File: src/rtl/pipeline_hazard_ctrl_if.sv
// Signal bundle between the pipeline datapath and the hazard/stall controller.
// master = datapath side (drives stage status), slave = controller side.
interface pipeline_hazard_ctrl_if #(
    parameter int REG_ADDR_W = 5,
    parameter int CNT_W      = 32
);
    logic                  id_valid;
    logic [REG_ADDR_W-1:0] id_rs1_addr;
    logic [REG_ADDR_W-1:0] id_rs2_addr;
    logic                  id_uses_rs1;
    logic                  id_uses_rs2;
    logic                  ex_valid;
    logic [REG_ADDR_W-1:0] ex_rs1_addr;
    logic [REG_ADDR_W-1:0] ex_rs2_addr;
    logic [REG_ADDR_W-1:0] ex_rd_addr;
    logic                  ex_mem_read;
    logic                  ex_take_branch;
    logic                  mem_valid;
    logic [REG_ADDR_W-1:0] mem_rd_addr;
    logic                  mem_regwrite;
    logic                  mem_req;
    logic                  mem_ready;
    logic [REG_ADDR_W-1:0] wb_rd_addr;
    logic                  wb_regwrite;
    logic [1:0]            forward_a;
    logic [1:0]            forward_b;
    logic                  stall_all;
    logic                  stall_front;
    logic                  bubble_id_ex;
    logic                  flush_if_id;
    logic                  bubble_mem_wb;
    logic                  mem_timeout_err;
    logic [CNT_W-1:0]      perf_stall_mem;
    logic [CNT_W-1:0]      perf_load_use;
    logic [CNT_W-1:0]      perf_flush;

    modport master (
        output id_valid, id_rs1_addr, id_rs2_addr, id_uses_rs1, id_uses_rs2,
        output ex_valid, ex_rs1_addr, ex_rs2_addr, ex_rd_addr, ex_mem_read, ex_take_branch,
        output mem_valid, mem_rd_addr, mem_regwrite, mem_req, mem_ready,
        output wb_rd_addr, wb_regwrite,
        input  forward_a, forward_b, stall_all, stall_front, bubble_id_ex,
        input  flush_if_id, bubble_mem_wb, mem_timeout_err,
        input  perf_stall_mem, perf_load_use, perf_flush
    );

    modport slave (
        input  id_valid, id_rs1_addr, id_rs2_addr, id_uses_rs1, id_uses_rs2,
        input  ex_valid, ex_rs1_addr, ex_rs2_addr, ex_rd_addr, ex_mem_read, ex_take_branch,
        input  mem_valid, mem_rd_addr, mem_regwrite, mem_req, mem_ready,
        input  wb_rd_addr, wb_regwrite,
        output forward_a, forward_b, stall_all, stall_front, bubble_id_ex,
        output flush_if_id, bubble_mem_wb, mem_timeout_err,
        output perf_stall_mem, perf_load_use, perf_flush
    );
endinterface

File: src/rtl/pipeline_hazard_ctrl.sv
// Hazard/stall controller for the 5-stage RV32 pipeline: forwarding, load-use interlock,
// branch flush and data-memory wait FSM with timeout abort. Optional macro: PERF_COUNTERS_EN.
module pipeline_hazard_ctrl #(
    parameter int REG_ADDR_W  = 5,
    parameter int MEM_TIMEOUT = 255,
    parameter int CNT_W       = 32
) (
    input logic                   clk,
    input logic                   rst,
    pipeline_hazard_ctrl_if.slave hz
);
    localparam int WAIT_CNT_W = $clog2(MEM_TIMEOUT + 1);
    localparam logic [WAIT_CNT_W-1:0] TIMEOUT_V = WAIT_CNT_W'(MEM_TIMEOUT);

    typedef enum logic [0:0] {
        ST_IDLE = 1'b0,
        ST_WAIT = 1'b1
    } mem_state_e;

    mem_state_e            state_q, state_d;
    logic [WAIT_CNT_W-1:0] wait_cnt_q, wait_cnt_d;
    logic                  timeout_err_q, timeout_err_d;

    logic       load_use_s;
    logic       branch_s;
    logic       stall_mem_s;
    logic       abort_s;
    logic       stall_front_s;
    logic       bubble_id_ex_s;
    logic       flush_if_id_s;
    logic       bubble_mem_wb_s;
    logic [1:0] forward_a_s;
    logic [1:0] forward_b_s;

    // EX/MEM beats WB; x0 is hard-wired zero so it is never a forwarding source.
    function automatic logic [1:0] fwd_sel(
        input logic [REG_ADDR_W-1:0] src,
        input logic                  mem_ok,
        input logic [REG_ADDR_W-1:0] mem_rd,
        input logic                  wb_ok,
        input logic [REG_ADDR_W-1:0] wb_rd
    );
        logic [1:0] sel;
        if (mem_ok && (mem_rd != {REG_ADDR_W{1'b0}}) && (mem_rd == src)) begin
            sel = 2'b10;
        end else if (wb_ok && (wb_rd != {REG_ADDR_W{1'b0}}) && (wb_rd == src)) begin
            sel = 2'b01;
        end else begin
            sel = 2'b00;
        end
        return sel;
    endfunction

    // Forwarding selects and raw hazard detection.
    always_comb begin
        forward_a_s = fwd_sel(hz.ex_rs1_addr, hz.mem_valid & hz.mem_regwrite, hz.mem_rd_addr,
                              hz.wb_regwrite, hz.wb_rd_addr);
        forward_b_s = fwd_sel(hz.ex_rs2_addr, hz.mem_valid & hz.mem_regwrite, hz.mem_rd_addr,
                              hz.wb_regwrite, hz.wb_rd_addr);
        load_use_s  = hz.ex_valid & hz.ex_mem_read & (hz.ex_rd_addr != {REG_ADDR_W{1'b0}}) &
                      hz.id_valid &
                      ((hz.id_uses_rs1 & (hz.id_rs1_addr == hz.ex_rd_addr)) |
                       (hz.id_uses_rs2 & (hz.id_rs2_addr == hz.ex_rd_addr)));
        branch_s    = hz.ex_valid & hz.ex_take_branch;
    end

    // Memory wait FSM: next state, wait counter, stall and abort decisions.
    always_comb begin
        state_d       = state_q;
        wait_cnt_d    = wait_cnt_q;
        stall_mem_s   = 1'b0;
        abort_s       = 1'b0;
        case (state_q)
            ST_IDLE: begin
                if (hz.mem_valid && hz.mem_req && !hz.mem_ready) begin
                    stall_mem_s = 1'b1;
                    state_d     = ST_WAIT;
                    wait_cnt_d  = WAIT_CNT_W'(1);
                end else begin
                    state_d     = ST_IDLE;
                end
            end
            ST_WAIT: begin
                if (hz.mem_ready) begin
                    state_d    = ST_IDLE;
                    wait_cnt_d = {WAIT_CNT_W{1'b0}};
                end else if (wait_cnt_q < TIMEOUT_V) begin
                    stall_mem_s = 1'b1;
                    wait_cnt_d  = wait_cnt_q + WAIT_CNT_W'(1);
                end else begin
                    abort_s    = 1'b1;
                    state_d    = ST_IDLE;
                    wait_cnt_d = {WAIT_CNT_W{1'b0}};
                end
            end
            default: begin
                state_d    = ST_IDLE;
                wait_cnt_d = {WAIT_CNT_W{1'b0}};
            end
        endcase
        timeout_err_d = timeout_err_q | abort_s;
    end

    // A global memory stall masks every other pipeline action; held hazards re-evaluate on release.
    always_comb begin
        stall_front_s   = 1'b0;
        bubble_id_ex_s  = 1'b0;
        flush_if_id_s   = 1'b0;
        bubble_mem_wb_s = 1'b0;
        if (stall_mem_s) begin
            stall_front_s = 1'b1;
        end else begin
            flush_if_id_s   = branch_s;
            bubble_id_ex_s  = branch_s | load_use_s;
            stall_front_s   = load_use_s & ~branch_s;
            bubble_mem_wb_s = abort_s;
        end
    end

    // FSM state, wait counter and sticky timeout flag.
    always_ff @(posedge clk or posedge rst) begin
        if (rst) begin
            state_q       <= ST_IDLE;
            wait_cnt_q    <= {WAIT_CNT_W{1'b0}};
            timeout_err_q <= 1'b0;
        end else begin
            state_q       <= state_d;
            wait_cnt_q    <= wait_cnt_d;
            timeout_err_q <= timeout_err_d;
        end
    end

`ifdef PERF_COUNTERS_EN
    logic [CNT_W-1:0] perf_stall_mem_q, perf_load_use_q, perf_flush_q;
    logic             load_use_evt_s;

    assign load_use_evt_s = load_use_s & ~branch_s & ~stall_mem_s;

    // Saturating event counters.
    always_ff @(posedge clk or posedge rst) begin
        if (rst) begin
            perf_stall_mem_q <= {CNT_W{1'b0}};
            perf_load_use_q  <= {CNT_W{1'b0}};
            perf_flush_q     <= {CNT_W{1'b0}};
        end else begin
            if (stall_mem_s && (perf_stall_mem_q != {CNT_W{1'b1}})) begin
                perf_stall_mem_q <= perf_stall_mem_q + CNT_W'(1);
            end else begin
                perf_stall_mem_q <= perf_stall_mem_q;
            end
            if (load_use_evt_s && (perf_load_use_q != {CNT_W{1'b1}})) begin
                perf_load_use_q <= perf_load_use_q + CNT_W'(1);
            end else begin
                perf_load_use_q <= perf_load_use_q;
            end
            if (flush_if_id_s && (perf_flush_q != {CNT_W{1'b1}})) begin
                perf_flush_q <= perf_flush_q + CNT_W'(1);
            end else begin
                perf_flush_q <= perf_flush_q;
            end
        end
    end

    assign hz.perf_stall_mem = perf_stall_mem_q;
    assign hz.perf_load_use  = perf_load_use_q;
    assign hz.perf_flush     = perf_flush_q;
`else
    assign hz.perf_stall_mem = {CNT_W{1'b0}};
    assign hz.perf_load_use  = {CNT_W{1'b0}};
    assign hz.perf_flush     = {CNT_W{1'b0}};
`endif

    assign hz.forward_a       = forward_a_s;
    assign hz.forward_b       = forward_b_s;
    assign hz.stall_all       = stall_mem_s;
    assign hz.stall_front     = stall_front_s;
    assign hz.bubble_id_ex    = bubble_id_ex_s;
    assign hz.flush_if_id     = flush_if_id_s;
    assign hz.bubble_mem_wb   = bubble_mem_wb_s;
    assign hz.mem_timeout_err = timeout_err_q;
endmodule

File: src/flat_wrapper.sv
// flat-port wrapper written by rule: the top's interface ports become plain ports
module pipeline_hazard_ctrl_flat 
#(
    parameter int REG_ADDR_W  = 5,
    parameter int MEM_TIMEOUT = 255,
    parameter int CNT_W       = 32
)
  (clk, rst, hz_id_valid, hz_id_rs1_addr, hz_id_rs2_addr, hz_id_uses_rs1, hz_id_uses_rs2, hz_ex_valid, hz_ex_rs1_addr, hz_ex_rs2_addr, hz_ex_rd_addr, hz_ex_mem_read, hz_ex_take_branch, hz_mem_valid, hz_mem_rd_addr, hz_mem_regwrite, hz_mem_req, hz_mem_ready, hz_wb_rd_addr, hz_wb_regwrite, hz_forward_a, hz_forward_b, hz_stall_all, hz_stall_front, hz_bubble_id_ex, hz_flush_if_id, hz_bubble_mem_wb, hz_mem_timeout_err, hz_perf_stall_mem, hz_perf_load_use, hz_perf_flush);
  pipeline_hazard_ctrl_if #(.REG_ADDR_W(REG_ADDR_W), .CNT_W(CNT_W)) hz_i ();
  input logic clk;
  input logic rst;
  input wire logic [$bits(hz_i.id_valid)-1:0] hz_id_valid;
  input wire logic [$bits(hz_i.id_rs1_addr)-1:0] hz_id_rs1_addr;
  input wire logic [$bits(hz_i.id_rs2_addr)-1:0] hz_id_rs2_addr;
  input wire logic [$bits(hz_i.id_uses_rs1)-1:0] hz_id_uses_rs1;
  input wire logic [$bits(hz_i.id_uses_rs2)-1:0] hz_id_uses_rs2;
  input wire logic [$bits(hz_i.ex_valid)-1:0] hz_ex_valid;
  input wire logic [$bits(hz_i.ex_rs1_addr)-1:0] hz_ex_rs1_addr;
  input wire logic [$bits(hz_i.ex_rs2_addr)-1:0] hz_ex_rs2_addr;
  input wire logic [$bits(hz_i.ex_rd_addr)-1:0] hz_ex_rd_addr;
  input wire logic [$bits(hz_i.ex_mem_read)-1:0] hz_ex_mem_read;
  input wire logic [$bits(hz_i.ex_take_branch)-1:0] hz_ex_take_branch;
  input wire logic [$bits(hz_i.mem_valid)-1:0] hz_mem_valid;
  input wire logic [$bits(hz_i.mem_rd_addr)-1:0] hz_mem_rd_addr;
  input wire logic [$bits(hz_i.mem_regwrite)-1:0] hz_mem_regwrite;
  input wire logic [$bits(hz_i.mem_req)-1:0] hz_mem_req;
  input wire logic [$bits(hz_i.mem_ready)-1:0] hz_mem_ready;
  input wire logic [$bits(hz_i.wb_rd_addr)-1:0] hz_wb_rd_addr;
  input wire logic [$bits(hz_i.wb_regwrite)-1:0] hz_wb_regwrite;
  output wire logic [$bits(hz_i.forward_a)-1:0] hz_forward_a;
  output wire logic [$bits(hz_i.forward_b)-1:0] hz_forward_b;
  output wire logic [$bits(hz_i.stall_all)-1:0] hz_stall_all;
  output wire logic [$bits(hz_i.stall_front)-1:0] hz_stall_front;
  output wire logic [$bits(hz_i.bubble_id_ex)-1:0] hz_bubble_id_ex;
  output wire logic [$bits(hz_i.flush_if_id)-1:0] hz_flush_if_id;
  output wire logic [$bits(hz_i.bubble_mem_wb)-1:0] hz_bubble_mem_wb;
  output wire logic [$bits(hz_i.mem_timeout_err)-1:0] hz_mem_timeout_err;
  output wire logic [$bits(hz_i.perf_stall_mem)-1:0] hz_perf_stall_mem;
  output wire logic [$bits(hz_i.perf_load_use)-1:0] hz_perf_load_use;
  output wire logic [$bits(hz_i.perf_flush)-1:0] hz_perf_flush;
  assign hz_i.id_valid = hz_id_valid;
  assign hz_i.id_rs1_addr = hz_id_rs1_addr;
  assign hz_i.id_rs2_addr = hz_id_rs2_addr;
  assign hz_i.id_uses_rs1 = hz_id_uses_rs1;
  assign hz_i.id_uses_rs2 = hz_id_uses_rs2;
  assign hz_i.ex_valid = hz_ex_valid;
  assign hz_i.ex_rs1_addr = hz_ex_rs1_addr;
  assign hz_i.ex_rs2_addr = hz_ex_rs2_addr;
  assign hz_i.ex_rd_addr = hz_ex_rd_addr;
  assign hz_i.ex_mem_read = hz_ex_mem_read;
  assign hz_i.ex_take_branch = hz_ex_take_branch;
  assign hz_i.mem_valid = hz_mem_valid;
  assign hz_i.mem_rd_addr = hz_mem_rd_addr;
  assign hz_i.mem_regwrite = hz_mem_regwrite;
  assign hz_i.mem_req = hz_mem_req;
  assign hz_i.mem_ready = hz_mem_ready;
  assign hz_i.wb_rd_addr = hz_wb_rd_addr;
  assign hz_i.wb_regwrite = hz_wb_regwrite;
  assign hz_forward_a = hz_i.forward_a;
  assign hz_forward_b = hz_i.forward_b;
  assign hz_stall_all = hz_i.stall_all;
  assign hz_stall_front = hz_i.stall_front;
  assign hz_bubble_id_ex = hz_i.bubble_id_ex;
  assign hz_flush_if_id = hz_i.flush_if_id;
  assign hz_bubble_mem_wb = hz_i.bubble_mem_wb;
  assign hz_mem_timeout_err = hz_i.mem_timeout_err;
  assign hz_perf_stall_mem = hz_i.perf_stall_mem;
  assign hz_perf_load_use = hz_i.perf_load_use;
  assign hz_perf_flush = hz_i.perf_flush;
  pipeline_hazard_ctrl #(.REG_ADDR_W(REG_ADDR_W), .MEM_TIMEOUT(MEM_TIMEOUT), .CNT_W(CNT_W)) u_core (.clk(clk), .rst(rst), .hz(hz_i));
endmodule
File: config.mk
export PLATFORM = sky130hd
export DESIGN_NAME = pipeline_hazard_ctrl_flat
export DESIGN_NICKNAME = d
export VERILOG_FILES = /design/src/rtl/pipeline_hazard_ctrl_if.sv /design/src/rtl/pipeline_hazard_ctrl.sv /design/src/flat_wrapper.sv
export SDC_FILE = /design/constraint.sdc
export NUM_CORES = 1
export LEC_CHECK = 0
export BUFFER_PORTS_ARGS = -buffer_cell sky130_fd_sc_hd__buf_2
export CAP_MARGIN = 20
export CORE_ASPECT_RATIO = 0.8
export CORE_UTILIZATION = 31
export CTS_CLUSTER_DIAMETER = 150
export DETAILED_ROUTE_END_ITERATION = 16
export PLACE_DENSITY = 0.74
export SETUP_SLACK_MARGIN = 0.05
export SLEW_MARGIN = 0
export SYNTH_ARGS = -nofsm -noshare
export SYNTH_HDL_FRONTEND = slang
export SYNTH_SLANG_ARGS = --single-unit
File: constraint.sdc
create_clock -name clk -period 1.75 [get_ports clk]
set_input_delay 0.35 -clock clk [delete_from_list [all_inputs] [get_ports clk]]
set_output_delay 0.35 -clock clk [all_outputs]
set_load 0.01 [all_outputs]
Word-level counts from Yosys, hierarchy flattened
Cells that the tools add are included.
{"block": "classes", "muxes": 19, "n_eq_ne": 7, "order_cmp": 1, "bitwise_logic": 14, "addsub": 1, "n_reduce_logical": 12}
{"operator": "5-bit == test", "count": 6}
{"operator": "8-bit 2-to-1 mux", "count": 3}
{"operator": "8-bit case mux with 2 select lines", "count": 1}
{"operator": "5-bit nonzero test", "count": 3}
{"operator": "1-bit 2-to-1 mux", "count": 12}
{"operator": "1-bit AND", "count": 9}
{"operator": "8-bit by 1-bit adder with 8-bit output, second input constant", "count": 1}
{"operator": "1-bit logical AND", "count": 8}
{"operator": "8-bit less-than comparator, second input constant", "count": 1}
{"operator": "2-bit 2-to-1 mux", "count": 2}
{"operator": "1-bit OR", "count": 3}
{"operator": "2-bit by 1-bit != test with 1-bit output, second input constant", "count": 1}
{"operator": "1-bit inverter", "count": 2}
{"operator": "1-bit case mux with 2 select lines", "count": 1}
{"operator": "1-bit zero test", "count": 1}
{"block": "totals", "reg_bits": 10}

Logic depth before layout (Yosys ltp)
{"block": "depth", "word_depth": 6, "depth_mapped": 6, "depth_no_buf": 5}

Worst setup path after synthesis
No wires, ideal clock.
{"block": "synth_path", "kind": "flip-flop to output port", "start": "register u_core.wait_cnt_q[0]", "end": "output port hz_bubble_id_ex", "path_stages_with_launch": 7, "t_arrival_ps": 1689, "required_time_ps": 1400, "n_path_buf": 1, "setup_slack_ps": -289, "cell_sequence": "dfrtp_1 > ha_1 > and3_1 > buf_2 > a311oi_2 > or2_2 > o22ai_1"}
{"block": "synth_via", "elab_chain_len": 5}
{"item": "start, declared", "line": "pipeline_hazard_ctrl.sv:21", "source": "logic [WAIT_CNT_W-1:0] wait_cnt_q, wait_cnt_d;"}
{"item": "start signal, assigned", "line": "pipeline_hazard_ctrl.sv:124", "source": "wait_cnt_q <= {WAIT_CNT_W{1'b0}};"}
{"item": "start signal, assigned", "line": "pipeline_hazard_ctrl.sv:128", "source": "wait_cnt_q <= wait_cnt_d;"}
{"item": "8-bit less-than comparator", "line": "pipeline_hazard_ctrl.sv:87", "source": "end else if (wait_cnt_q < TIMEOUT_V) begin"}
{"item": "1-bit 2-to-1 mux", "line": "pipeline_hazard_ctrl.sv:87"}
{"item": "1-bit 2-to-1 mux", "line": "pipeline_hazard_ctrl.sv:84", "source": "if (hz.mem_ready) begin"}
{"item": "1-bit case mux with 2 select lines", "line": "pipeline_hazard_ctrl.sv:73", "source": "case (state_q)"}
{"item": "via hz_stall_all", "line": "flat_wrapper.sv:32", "source": "output wire logic [$bits(hz_i.stall_all)-1:0] hz_stall_all;"}
{"item": "1-bit 2-to-1 mux", "line": "pipeline_hazard_ctrl.sv:110", "source": "if (stall_mem_s) begin"}
{"item": "end, declared", "line": "flat_wrapper.sv:34", "source": "output wire logic [$bits(hz_i.bubble_id_ex)-1:0] hz_bubble_id_ex;"}
The timed path passes the listed nets, and every way through them passes these cells.

Worst setup path after layout
{"block": "layout_path", "start": "register u_core.wait_cnt_q[0]", "end": "output port hz_bubble_id_ex"}
{"block": "layout_via", "elab_chain_len": 5}
{"item": "8-bit less-than comparator", "line": "pipeline_hazard_ctrl.sv:87"}
{"item": "1-bit 2-to-1 mux", "line": "pipeline_hazard_ctrl.sv:87"}
{"item": "1-bit 2-to-1 mux", "line": "pipeline_hazard_ctrl.sv:84"}
{"item": "1-bit case mux with 2 select lines", "line": "pipeline_hazard_ctrl.sv:73"}
{"item": "1-bit 2-to-1 mux", "line": "pipeline_hazard_ctrl.sv:110"}
Every way passes these cells.

==> metrics.txt <==
CTS clk-pin slew, worst paths=0.05 ns; top post-synthesis cells by count=96 x buf_4, 23 x xor2_1, 10 x dfrtp_1, 8 x o21ai_0, 8 x xnor2_1; Setup violations, final=9; FF+latch count, synth=10; Ant. Diodes=0; core box area=5120 sq um; EDFF count, synth=0; Rows=23; DP HPWL=3060 um; R2R depth=8; Main synth FF type=dfrtp_1; RR Startpoint=u_core.wait_cnt_q[0]; Chip Width=84.3 um; failing checks=design-rule violations, negative setup slack; clk_skew=0.000374 ns; worst-path cell chain=ha_2, and3_4, a311oi_4, buf_4, o22ai_2, buf_2; Longest Clk Path Bufs=2; drt drc=23; synth top area cells=buf_4 43%, dfrtp_1 15%, xor2_1 12%; most frequent cell after synthesis=buf_4; mux share of post-synthesis cell area=0%; CP arrival=1.66 ns; CP Data Required Time=1.40 ns; fin crit period=2.01 ns; async set-reset flop share out of synthesis=100%; DR iter-0 viols=43; cell taking the most area after synthesis=buf_4; Tot Pwr=969 uW; sequential fraction of the synthesis area=14.9%; first-pass GRT wire length=5220 um; RSZ-0062 raised after global routing=true; worst skew pair latency=0.23 ns; total CTS buffers=3; dpl cell area=1970 sq um; Die Ht=67.9 um; post-route ant nets=0; kind of start point of the critical path=register; reg2reg setup slack=0.14 ns; worst r2r dst=u_core.wait_cnt_q[5]; aggregate global routing overflow=0; Max Fclk=0.497 GHz; Leak Pwr=0.00117 uW; post-detailed-routing wire length=3590 um; post-synthesis compound-gate area fraction=9.52%; Worst VDD drop=0.270 mV; Power Dens Cells=453 nW/um^2; Ports=154; post-synth cell types=34; Total GRT Usage=11.5%; status=finished with violations; largest stage delay on the critical path=0.40 ns; Vias per Instance=3.79; CP Class=register to primary output; largest net degree at the start of global routing=11; max-cap check violation count=0; Sink Count=10; synth warn=0; initial antenna violation count=0; share of cells above drive strength 1=38.1%; post-synthesis xor/xnor area fraction=16.1%; final non-filler cell area=2140 sq um; Worst Setup SP=u_core.wait_cnt_q[0]; min-delay worst type=primary input to async pin; Critical Path Sink Type=primary output; adder-cell share of the synthesized area=0.744%; number of global-route vias before repair=1198; nets=352; H-tree level count=1; Port Buffers=57; routed len/inst=9.85 um; syn avg cell area=8.08 sq um; Synth top area share=42.9%; RD Place Congestion=0.837; Vias=1378; crit path max fanout=4; largest family of logic cells by synthesized area=buffers and inverters; Buf/Inv on CP=2; delay-heaviest family, CP=flip-flops; Worst Setup Slack, final=-0.261 ns; initial core utilization=32.8%; CP max stage cell=dfrtp_1; Mapped Area=1680 sq um; post-route clock period utilization=115%; max-slew violation count=0; synthesized instance count=208; TritonCTS clock tree=built; Root Buffer=clkbuf_8; die footprint=5720 sq um; layout overhead on the synthesized area=27.1%; Synth Area in Simple Gates=14.2%; TritonRoute pass-1 iters=10; Final Hold Fails=0
## cells by family (layout without fill, tap and decap cells)
family	count (synthesis)	count (layout)
other	1	96
AOI/OAI and AO/OA	24	24
adders and majority gates	1	1
xor gates and xnor gates	31	31
buffers and inverters	102	101
and+or+nand+nor	39	39
DFF	10	10
## report_power, final
| group | total [uW] | leakage [uW] | switching, uW | internal (uW) |
|---|---|---|---|---|
| clock | 282 | 0.0000288 | 85.1 | 197 |
| sequential | 257 | 0.000136 | 9.95 | 247 |
| combinational | 430 | 0.00100 | 249 | 181 |
| total | 969 | 0.00117 | 344 | 625 |
## placed cells by master, fill, tap and decap left out, types with 2 or more instances in the layout
master and instances:
nand3_1 4, a21oi_1 5, o21ai_0 7, nand2b_1 3
buf_6 6, buf_4 35, xnor2_2 2, conb_1 96
clkbuf_8 4, nand2_1 5, or3_1 2, or4_4 2
xnor2_1 6, and3_4 2, nor4_2 2, xor2_1 23
dfrtp_1 10, buf_2 51, nor4_4 2, inv_1 5
nor2_1 4, or4_1 3, nor4_1 2
## routing by layer
| layer | track usage [%] | part of all wire (%) |
|---|---|---|
| met3 | 2.65 | 5.6 |
| met5 | 0 | 0 |
| met1 | 13.3 | 40 |
| met2 | 22.3 | 54 |
| met4 | 2.33 | 0.36 |
## final cells by class
cell class / count / area, sq um
Fill cell: 525 / 2990
Tap cell: 62 / 77.6
Sequential cell: 10 / 250
Clock buffer: 4 / 55.1
Inverter: 5 / 18.8
Multi-Input combinational cell: 191 / 1150
Timing Repair Buffer: 92 / 586
## stage by stage
| step | TNS [ns] | hold WS [ns] | setup WS [ns] | utilization [%] | std cells |
|---|---|---|---|---|---|
| floorplan | -0.257 | 0.190 | -0.129 | - | 303 |
| global placement | -0.844 | 0.348 | -0.201 | 38.4 | 357 |
| detailed placement | -0.946 | 0.349 | -0.232 | 38.4 | 357 |
| CTS | -1.39 | 0.0983 | -0.297 | 41.0 | 361 |
| global route | -1.99 | 0.107 | -0.372 | 41.7 | 364 |
| finish | -1.31 | 0.0881 | -0.261 | 41.7 | 364 |
## worst reg2reg max path: cells and delay by family (launching register included)
kind | cells | cell delay (ns)
flip-flops | 1 | 0.40
AND/OR/NAND/NOR | 1 | 0.16
adder cells (fa/ha/maj) | 1 | 0.20
AO/OA/AOI/OAI | 3 | 0.40
buffers and inverters | 3 | 0.37
## sequential cells by signal (all words and copies together) (netlist names)
| name | cells |
|---|---|
| u_core.hz.mem_timeout_err | 1 |
| u_core.wait_cnt_q | 8 |
| u_core.state_q | 1 |
## worst max path at each step
stage,endpoint,slack [ns],cells past startpoint
after floorplan,hz_bubble_id_ex,-0.13,6
after global placement,hz_forward_a[0],-0.20,6
after detailed placement,hz_forward_a[0],-0.23,6
after CTS,hz_bubble_id_ex,-0.30,6
after global routing,hz_bubble_id_ex,-0.37,6
final,hz_bubble_id_ex,-0.26,6
## repair_timing
| action | CTS | global route |
|---|---|---|
| hold buffers | 0 | 0 |
| gates resized for setup | 13 | 4 |
| setup endpoints to repair | 9 | 9 |
| buffers inserted | 0 | 3 |
| pin swaps | 10 | 4 |
Note: power is estimated with default switching activity, not from simulation.
